### src/rtl/pwm_multi.sv
// Multi-channel edge-aligned PWM, shared counter, double-buffered duty; optional dead-time via PWM_DEADTIME_EN.
// Latency: outputs registered, one clock after cnt/active; duty change lands at the next period boundary.
// Backpressure: none; wr is always accepted and the last write before a boundary wins.
module pwm_multi #(
    parameter int         WIDTH    = 11,
    parameter int         CHANNELS = 2,
    parameter logic [7:0] DEADTIME = 8'd32
) (
    input  logic                         clk,
    input  logic                         rst_n,
    input  logic                         en,
    input  logic [CHANNELS*WIDTH-1:0]    duty,
    input  logic                         wr,
    output logic [CHANNELS-1:0]          PWM_sig,
    output logic [CHANNELS-1:0]          PWM_sig_n,
    output logic                         prd_strt
);

    logic [WIDTH-1:0]                 cnt;
    logic [CHANNELS-1:0][WIDTH-1:0]   shadow;
    logic [CHANNELS-1:0][WIDTH-1:0]   active;
    logic                             pending;
    logic                             wrap;
    logic [CHANNELS-1:0]              tgt;

    assign wrap = en && (cnt == '1);

    always_ff @(posedge clk or negedge rst_n) begin
        if (!rst_n) begin
            cnt <= '0;
        end else if (!en) begin
            cnt <= '0;
        end else begin
            cnt <= cnt + WIDTH'(1);
        end
    end

    // While disabled the period is parked at its start, so a write may go live at once.
    always_ff @(posedge clk or negedge rst_n) begin
        if (!rst_n) begin
            shadow  <= '0;
            active  <= '0;
            pending <= 1'b0;
        end else begin
            if (wr) begin
                shadow <= duty;
            end
            if (wr && (wrap || !en)) begin
                active  <= duty;
                pending <= 1'b0;
            end else if (wr) begin
                pending <= 1'b1;
            end else if (wrap && pending) begin
                active  <= shadow;
                pending <= 1'b0;
            end
        end
    end

    always_comb begin
        tgt = '0;
        for (int i = 0; i < CHANNELS; i++) begin
            tgt[i] = en && (cnt < active[i]);
        end
    end

    always_ff @(posedge clk or negedge rst_n) begin
        if (!rst_n) begin
            prd_strt <= 1'b0;
        end else begin
            prd_strt <= en && (cnt == '0);
        end
    end

`ifdef PWM_DEADTIME_EN
    localparam logic [7:0] DT_LOAD = DEADTIME - 8'd1;

    logic [CHANNELS-1:0]        tgt_q;
    logic [CHANNELS-1:0][7:0]   dt_cnt;

    // A dead band is only needed when the side being switched off was actually on;
    // if both sides are already low the new state can be driven immediately.
    always_ff @(posedge clk or negedge rst_n) begin
        if (!rst_n) begin
            PWM_sig   <= '0;
            PWM_sig_n <= '1;
            tgt_q     <= '0;
            dt_cnt    <= '0;
        end else begin
            tgt_q <= tgt;
            for (int i = 0; i < CHANNELS; i++) begin
                if (!en) begin
                    PWM_sig[i]   <= 1'b0;
                    PWM_sig_n[i] <= 1'b1;
                    dt_cnt[i]    <= '0;
                end else if (tgt[i] != tgt_q[i]) begin
                    if ((tgt[i] ? PWM_sig_n[i] : PWM_sig[i]) && (DEADTIME != 8'd0)) begin
                        PWM_sig[i]   <= 1'b0;
                        PWM_sig_n[i] <= 1'b0;
                        dt_cnt[i]    <= DT_LOAD;
                    end else begin
                        PWM_sig[i]   <= tgt[i];
                        PWM_sig_n[i] <= ~tgt[i];
                        dt_cnt[i]    <= '0;
                    end
                end else if (dt_cnt[i] != 8'd0) begin
                    dt_cnt[i] <= dt_cnt[i] - 8'd1;
                end else begin
                    PWM_sig[i]   <= tgt[i];
                    PWM_sig_n[i] <= ~tgt[i];
                end
            end
        end
    end
`else
    always_ff @(posedge clk or negedge rst_n) begin
        if (!rst_n) begin
            PWM_sig   <= '0;
            PWM_sig_n <= '1;
        end else begin
            PWM_sig   <= tgt;
            PWM_sig_n <= ~tgt;
        end
    end
`endif

endmodule
### config.mk
export PLATFORM = sky130hd
export DESIGN_NAME = pwm_multi
export DESIGN_NICKNAME = d
export VERILOG_FILES = /design/src/rtl/pwm_multi.sv
export SDC_FILE = /design/constraint.sdc
export NUM_CORES = 1
export LEC_CHECK = 0
export ABC_CLOCK_PERIOD_IN_PS = 3000
export CORE_MARGIN = 1
export CORE_UTILIZATION = 40
export DETAILED_ROUTE_END_ITERATION = 6
export PLACE_DENSITY_LB_ADDON = 0.15
export SETUP_SLACK_MARGIN = 0.4
export SLEW_MARGIN = 20
export SYNTH_ARGS = -nofsm -noshare
export SYNTH_HDL_FRONTEND = slang
export SYNTH_SLANG_ARGS = --single-unit
### constraint.sdc
create_clock -name clk -period 3 [get_ports clk]
set_input_delay 0.6 -clock clk [delete_from_list [all_inputs] [get_ports clk]]
set_output_delay 0.6 -clock clk [all_outputs]
set_load 0.1 [all_outputs]
==> impl_metrics.ini, run 1 <==
[status]
status = finished, final reports clean

[clock_tree]
cts_root_buf = clkbuf_8
cts_resized = 0
clk_latency_ps = 340
postCtsSetupRepairBufs = 0
cts_buffer_depth = 2
cts_buffers = 9
cts_hold_buf = 0
clkSlewWorstSetupHoldPaths_ps = 70
cts.sinks = 61
htree_levels = 3
cts_tree = done

[routing]
remaining_drc_errors = 0
drtPass1Iterations = 4
post_drt_wl_per_cell_microns = 13.4
drt_iter0_markers = 88
vias_per_cell = 4.74
ant_nets = 0
vias = 1776
wirelength_microns = 5010

[floorplan]
coreArea_sq_um = 7290
die-area_sq_um = 7950
fp-row-count = 31
fp.dieH_microns = 89.2
ioPinCount = 31
dieWidth_microns = 89.2
start_util_pct = 41.7

[pwr]
power.density_nw_per_um2 = 572
leakagePower_nw = 1.74
max-vdd-ir-drop_v = 0.000324

[sta]
setup-violations-final = 0
worst_slew_pin_slew_ps = 761
drv_slew = 0
finalHoldViolations = 0
max_freq_mhz = 509
post-route-period-util_pct = 65.5
skew_ps = 8.47
post-route-min-period_ps = 1970
fin_tns_setup_ps = 0
rsz0062_at_grt = false
slew_headroom_pct = 49.3

[setup_path]
path_max_fanout = 22
end_kind = flop
critPathRequiredTime_ps = 3220
crit_type = flop to flop
r2r_cells = 5
regToRegEndpoint = active[4]$_DFFE_PN0P_
crit_arrival_ps = 2190
reg2reg_setup_slack_ps = 1030
reg2reg_from = cnt[1]$_DFF_PN0_
start_kind = flop

[hold_path]
holdCritPathClass = input port to async pin

[cells_and_area]
nets = 319
final_common_cell = dfrtp_1
drive_above_1_share_pct = 28.3
design_area_sq_um = 3600
nFillCells = 714
final_cell_mix = 59 x dfrtp_1, 24 x inv_1, 24 x mux2_2, 24 x clkdlybuf4s50_1, 22 x ha_1
antenna_cells = 0
area_growth_pct = 18.4

[synthesis]
netlist_instances = 233
yosysWarningCount = 0
synth_area_leaders = dfrtp_1 49%, mux2_4 9.9%, ha_1 9.1%
synth_top_area_share_pct = 48.6
syn_nets = 281
synth_seq_cells = 61
yosysTopAreaCell = dfrtp_1
yosysUniqueCellTypes = 31
syn-cell-area_sq_um = 3040
avgSynthCellArea_sq_um = 13.0
ys_seq_area_share_pct = 50.3

[global_route]
grt_pass1_vias = 1912
grt_usage_pct = 15.4
antenna_found_initial = 0
grt_max_degree = 62
grt-ovfl-total = 0
grt_pass1_wl_microns = 8990

[flow_run]
max-cap-violations = 0

[place]
place.gp.congestion = 0.742
place_area_sq_um = 3400
dp_hpwl_microns = 3420
io_buffers = 30
==> kinds of logic (layout without fill, tap and decap cells) <==
logic type	after synthesis	count (layout)	synth area share [%]
fa+ha+maj	22	22	9.06
buf+inv	31	74	5.48
xor+xnor	9	9	2.59
mux	45	45	19.1
compound gates	22	22	4.78
simple gates	43	43	8.69
flops	61	61	50.3
==> synth_stat cells (all sizes together) <==
| master | count |
|---|---|
| nand2 | 9 |
| a21o | 3 |
| nand4 | 5 |
| clkbuf | 2 |
| dfstp | 2 |
| mux2 | 44 |
| o221a | 2 |
| and4 | 3 |
| nor4 | 1 |
| o21ai | 4 |
| a21oi | 11 |
| nor2b | 5 |
| ha | 22 |
| xnor2 | 8 |
| dfrtp | 59 |
| xor2 | 1 |
| mux2i | 1 |
| buf | 5 |
| and2 | 10 |
| o221ai | 2 |
| inv | 24 |
| nor2 | 4 |
| nor4b | 2 |
| nand3 | 4 |
==> sequential cells by signal, indices dropped and copies added (netlist names) <==
name / flops
PWM_sig_n: 2
pending: 1
active: 22
PWM_sig: 2
shadow: 22
cnt: 11
prd_strt: 1
==> where the power goes <==
part | internal (mW) | total [mW] | switching [mW]
Sequential | 0.923 | 0.973 | 0.0495
Combinational | 0.199 | 0.366 | 0.167
Clock | 0.402 | 0.722 | 0.320
Total | 1.52 | 2.06 | 0.536
==> area by class of cell <==
class | count | area, sq um | share of cell area, %
clock inverters | 6 | 62.6 | 1.74
inverters | 24 | 90.1 | 2.50
well taps | 99 | 124 | 3.44
clock buffers | 10 | 138 | 3.82
flip-flops and latches | 61 | 1530 | 42.5
repair buffers | 34 | 313 | 8.69
multi-input cells | 141 | 1340 | 37.3
==> metal layers <==
| layer | vias to the layer above | part of all wire, % | global-route usage (%) |
|---|---|---|---|
| li1 | 877 | - | - |
| met1 | 867 | 48 | 18.8 |
| met2 | 24 | 47 | 25.1 |
| met3 | 8 | 3.0 | 4.71 |
| met4 | 0 | 1.9 | 6.93 |
| met5 | - | 0 | 0 |
==> metrics by stage <==
stage               instances  util, %  power (mW)  setup slack [ps]  hold WS, ps
finish                    375     49.4        2.06              1030          423
global route              375     49.4        2.18               921          502
CTS                       375     49.4        2.10              1010          438
detailed placement        359     46.6        1.36               783          487
global placement          359     46.6        1.35               823          484
floorplan                 233        -        1.26              1210          304
==> worst max-delay path by stage <==
stage,startpoint,end,slack [ps],cells after the start
global route,cnt[1]$_DFF_PN0_,active[17]$_DFFE_PN0P_,920,5
floorplan,cnt[0]$_DFF_PN0_,active[0]$_DFFE_PN0P_,1210,6
CTS,cnt[1]$_DFF_PN0_,active[15]$_DFFE_PN0P_,1010,5
global placement,wr,active[20]$_DFFE_PN0P_,820,4
finish,cnt[1]$_DFF_PN0_,active[4]$_DFFE_PN0P_,1030,5
detailed placement,wr,active[20]$_DFFE_PN0P_,780,4
==> critical path: stages (launching register included) <==
cell and delay, ps:
dfrtp_1 460, ha_1 250, and4_4 280, nand4_4 120, a21o_4 380, mux2_4 340
Note: power is estimated with default switching activity, not from simulation.
==> inputs of run 2 (changes only) <==
--- a/config.mk
+++ b/config.mk
@@ -5,7 +5,7 @@
 export SDC_FILE = /design/constraint.sdc
 export NUM_CORES = 1
 export LEC_CHECK = 0
-export ABC_CLOCK_PERIOD_IN_PS = 3000
+export ABC_CLOCK_PERIOD_IN_PS = 2000
 export CORE_MARGIN = 1
 export CORE_UTILIZATION = 40
 export DETAILED_ROUTE_END_ITERATION = 6
==> constraint.sdc (replaced) <==
create_clock -name clk -period 2 [get_ports clk]
set_input_delay 0.4 -clock clk [delete_from_list [all_inputs] [get_ports clk]]
set_output_delay 0.4 -clock clk [all_outputs]
set_load 0.1 [all_outputs]
==> impl_metrics.ini, run 2 (synthesized netlist as in run 1, its figures left out) <==
[floorplan]
die-area_sq_um = 7950
fp-row-count = 31
start_util_pct = 41.7
coreArea_sq_um = 7290
dieWidth_microns = 89.2
fp.dieH_microns = 89.2
ioPinCount = 31

[sta]
setup-violations-final = 0
worst_slew_pin_slew_ps = 431
post-route-period-util_pct = 86.3
max_freq_mhz = 579
post-route-min-period_ps = 1730
finalHoldViolations = 0
hold_slack_ps = 496
fin_tns_setup_ps = 0
slew_headroom_pct = 71.2
drv_slew = 0
skew_ps = 8.06
rsz0062_at_grt = true
fin_ws_ps = 274

[setup_path]
crit_type = flop to flop
start_kind = flop
regToRegEndpoint = active[3]$_DFFE_PN0P_
reg2reg_from = cnt[0]$_DFF_PN0_
end_kind = flop
critPathRequiredTime_ps = 2220
reg2reg_setup_slack_ps = 270
path_delay_family = flip-flops
path_buf_inv = 1
r2r_cells = 6
startpoint = cnt[0]$_DFF_PN0_
crit_chain = ha_2 -> and4_4 -> nand4_4 -> a21o_4 -> buf_12 -> mux2_4
cp.depth = 6
cp_slowest_cell = dfrtp_1
crit_path_end = active[3]$_DFFE_PN0P_
crit_arrival_ps = 1940
path_max_fanout = 9
crit_path_max_incr_delay_ps = 360

[cells_and_area]
instances_no_fill = 394
drive_above_1_share_pct = 37.3
antenna_cells = 0
final_cell_mix = 59 x dfrtp_1, 24 x inv_1, 24 x mux2_2, 24 x clkdlybuf4s50_1, 21 x buf_4
post-route-util_pct = 53.8
nets = 338
top_regs = active x22, shadow x22, cnt x11
area_growth_pct = 29.1
final_common_cell = dfrtp_1

[clock_tree]
cts.sinks = 61
cts_tree = done
clkSlewWorstSetupHoldPaths_ps = 70
cts_buffer_depth = 2
clk_latency_ps = 340
cts_buffers = 9
cts_root_buf = clkbuf_8
htree_levels = 3

[pwr]
power.density_nw_per_um2 = 877
max-vdd-ir-drop_v = 0.000560
leakagePower_nw = 1.90

[place]
place_ws_ps = 81.3
io_buffers = 30
place.gp.congestion = 0.738
dp.cells = 372
dp_hpwl_microns = 3900

[global_route]
grt_usage_pct = 15.8
grt_max_degree = 30
grt-ovfl-total = 0
grt_pass1_wl_microns = 9200
antenna_found_initial = 0
grt_pass1_vias = 1998

[routing]
drt_iter0_markers = 72
post_drt_wl_per_cell_microns = 14.2
drtPass1Iterations = 4
wirelength_microns = 5580
vias_per_cell = 4.82
vias = 1899
remaining_drc_errors = 0
ant_nets = 0

[flow_run]
max-cap-violations = 0

[status]
status = finished, final reports clean

[hold_path]
holdCritPathClass = flop to flop
[run 2: cell types whose count changed in the layout (fill, tap and decap cells not counted), moves of 2 or more]
cell and change:
buf_4 +12, a21oi_1 -5, a21oi_2 +5, buf_12 +5, o21ai_0 -4, o21ai_2 +4
ha_1 -3, bufinv_16 +2, ha_4 +2, nor2_1 -2, nor2_2 +2
[run 2: metal layers]
layer / track usage (%) / part of all wire, %
met3: 6.19 / 4.0
met2: 26.6 / 51
met1: 18.9 / 44
met4: 4.33 / 0.56
met5: 0 / 0
[run 2: cell type report]
cell class / count / area (sq um)
Multi-Input combinational cell: 141 / 1410
Fill cell: 670 / 3370
Tap cell: 99 / 124
Clock inverter: 6 / 110
Inverter: 24 / 90.1
Timing Repair Buffer: 53 / 524
Sequential cell: 61 / 1530
Clock buffer: 10 / 138
[run 2: worst min path at each step]
stage,startpoint,to,slack (ps),cells after the start
6_report,shadow[1]$_DFFE_PN0P_,shadow[1]$_DFFE_PN0P_,500,1
5_1_grt,shadow[21]$_DFFE_PN0P_,shadow[21]$_DFFE_PN0P_,510,1
4_1_cts,shadow[6]$_DFFE_PN0P_,shadow[6]$_DFFE_PN0P_,500,1
3_5_place_dp,rst_n,active[13]$_DFFE_PN0P_,360,1
3_3_place_gp,rst_n,active[13]$_DFFE_PN0P_,370,1
2_1_floorplan,rst_n,PWM_sig[0]$_DFF_PN0_,100,0
[run 2: worst reg2reg max path, cell delays in order, from the launching register on]
cell and delay (ps):
dfrtp_1 360, ha_2 190, and4_4 250, nand4_4 110
a21o_4 260, buf_12 150, mux2_4 300
[run 2: where the power goes]
part | switching, mW | leakage [nW] | total, mW | internal [mW]
Clock | 0.484 | 0.119 | 1.34 | 0.859
Combinational | 0.297 | 1.04 | 0.645 | 0.348
Sequential | 0.0693 | 0.736 | 1.45 | 1.38
[run 2: metrics by stage]
| step | area (sq um) | total power, mW |
|---|---|---|
| global placement | 3560 | 2.06 |
| CTS | 3850 | 3.45 |
| finish | 3930 | 3.44 |
| detailed placement | 3560 | 2.08 |
| global route | 3930 | 3.62 |
| floorplan | 3040 | 1.89 |
[run 2: repair_timing]
item                                    4_1_cts  5_1_grt
resized for setup                             4       14
hold buffers                                  1        0
setup buffers                                 3        2
hold endpoints to repair                     13        0
endpoints found under the setup margin       25       26
pin swaps                                     5        6
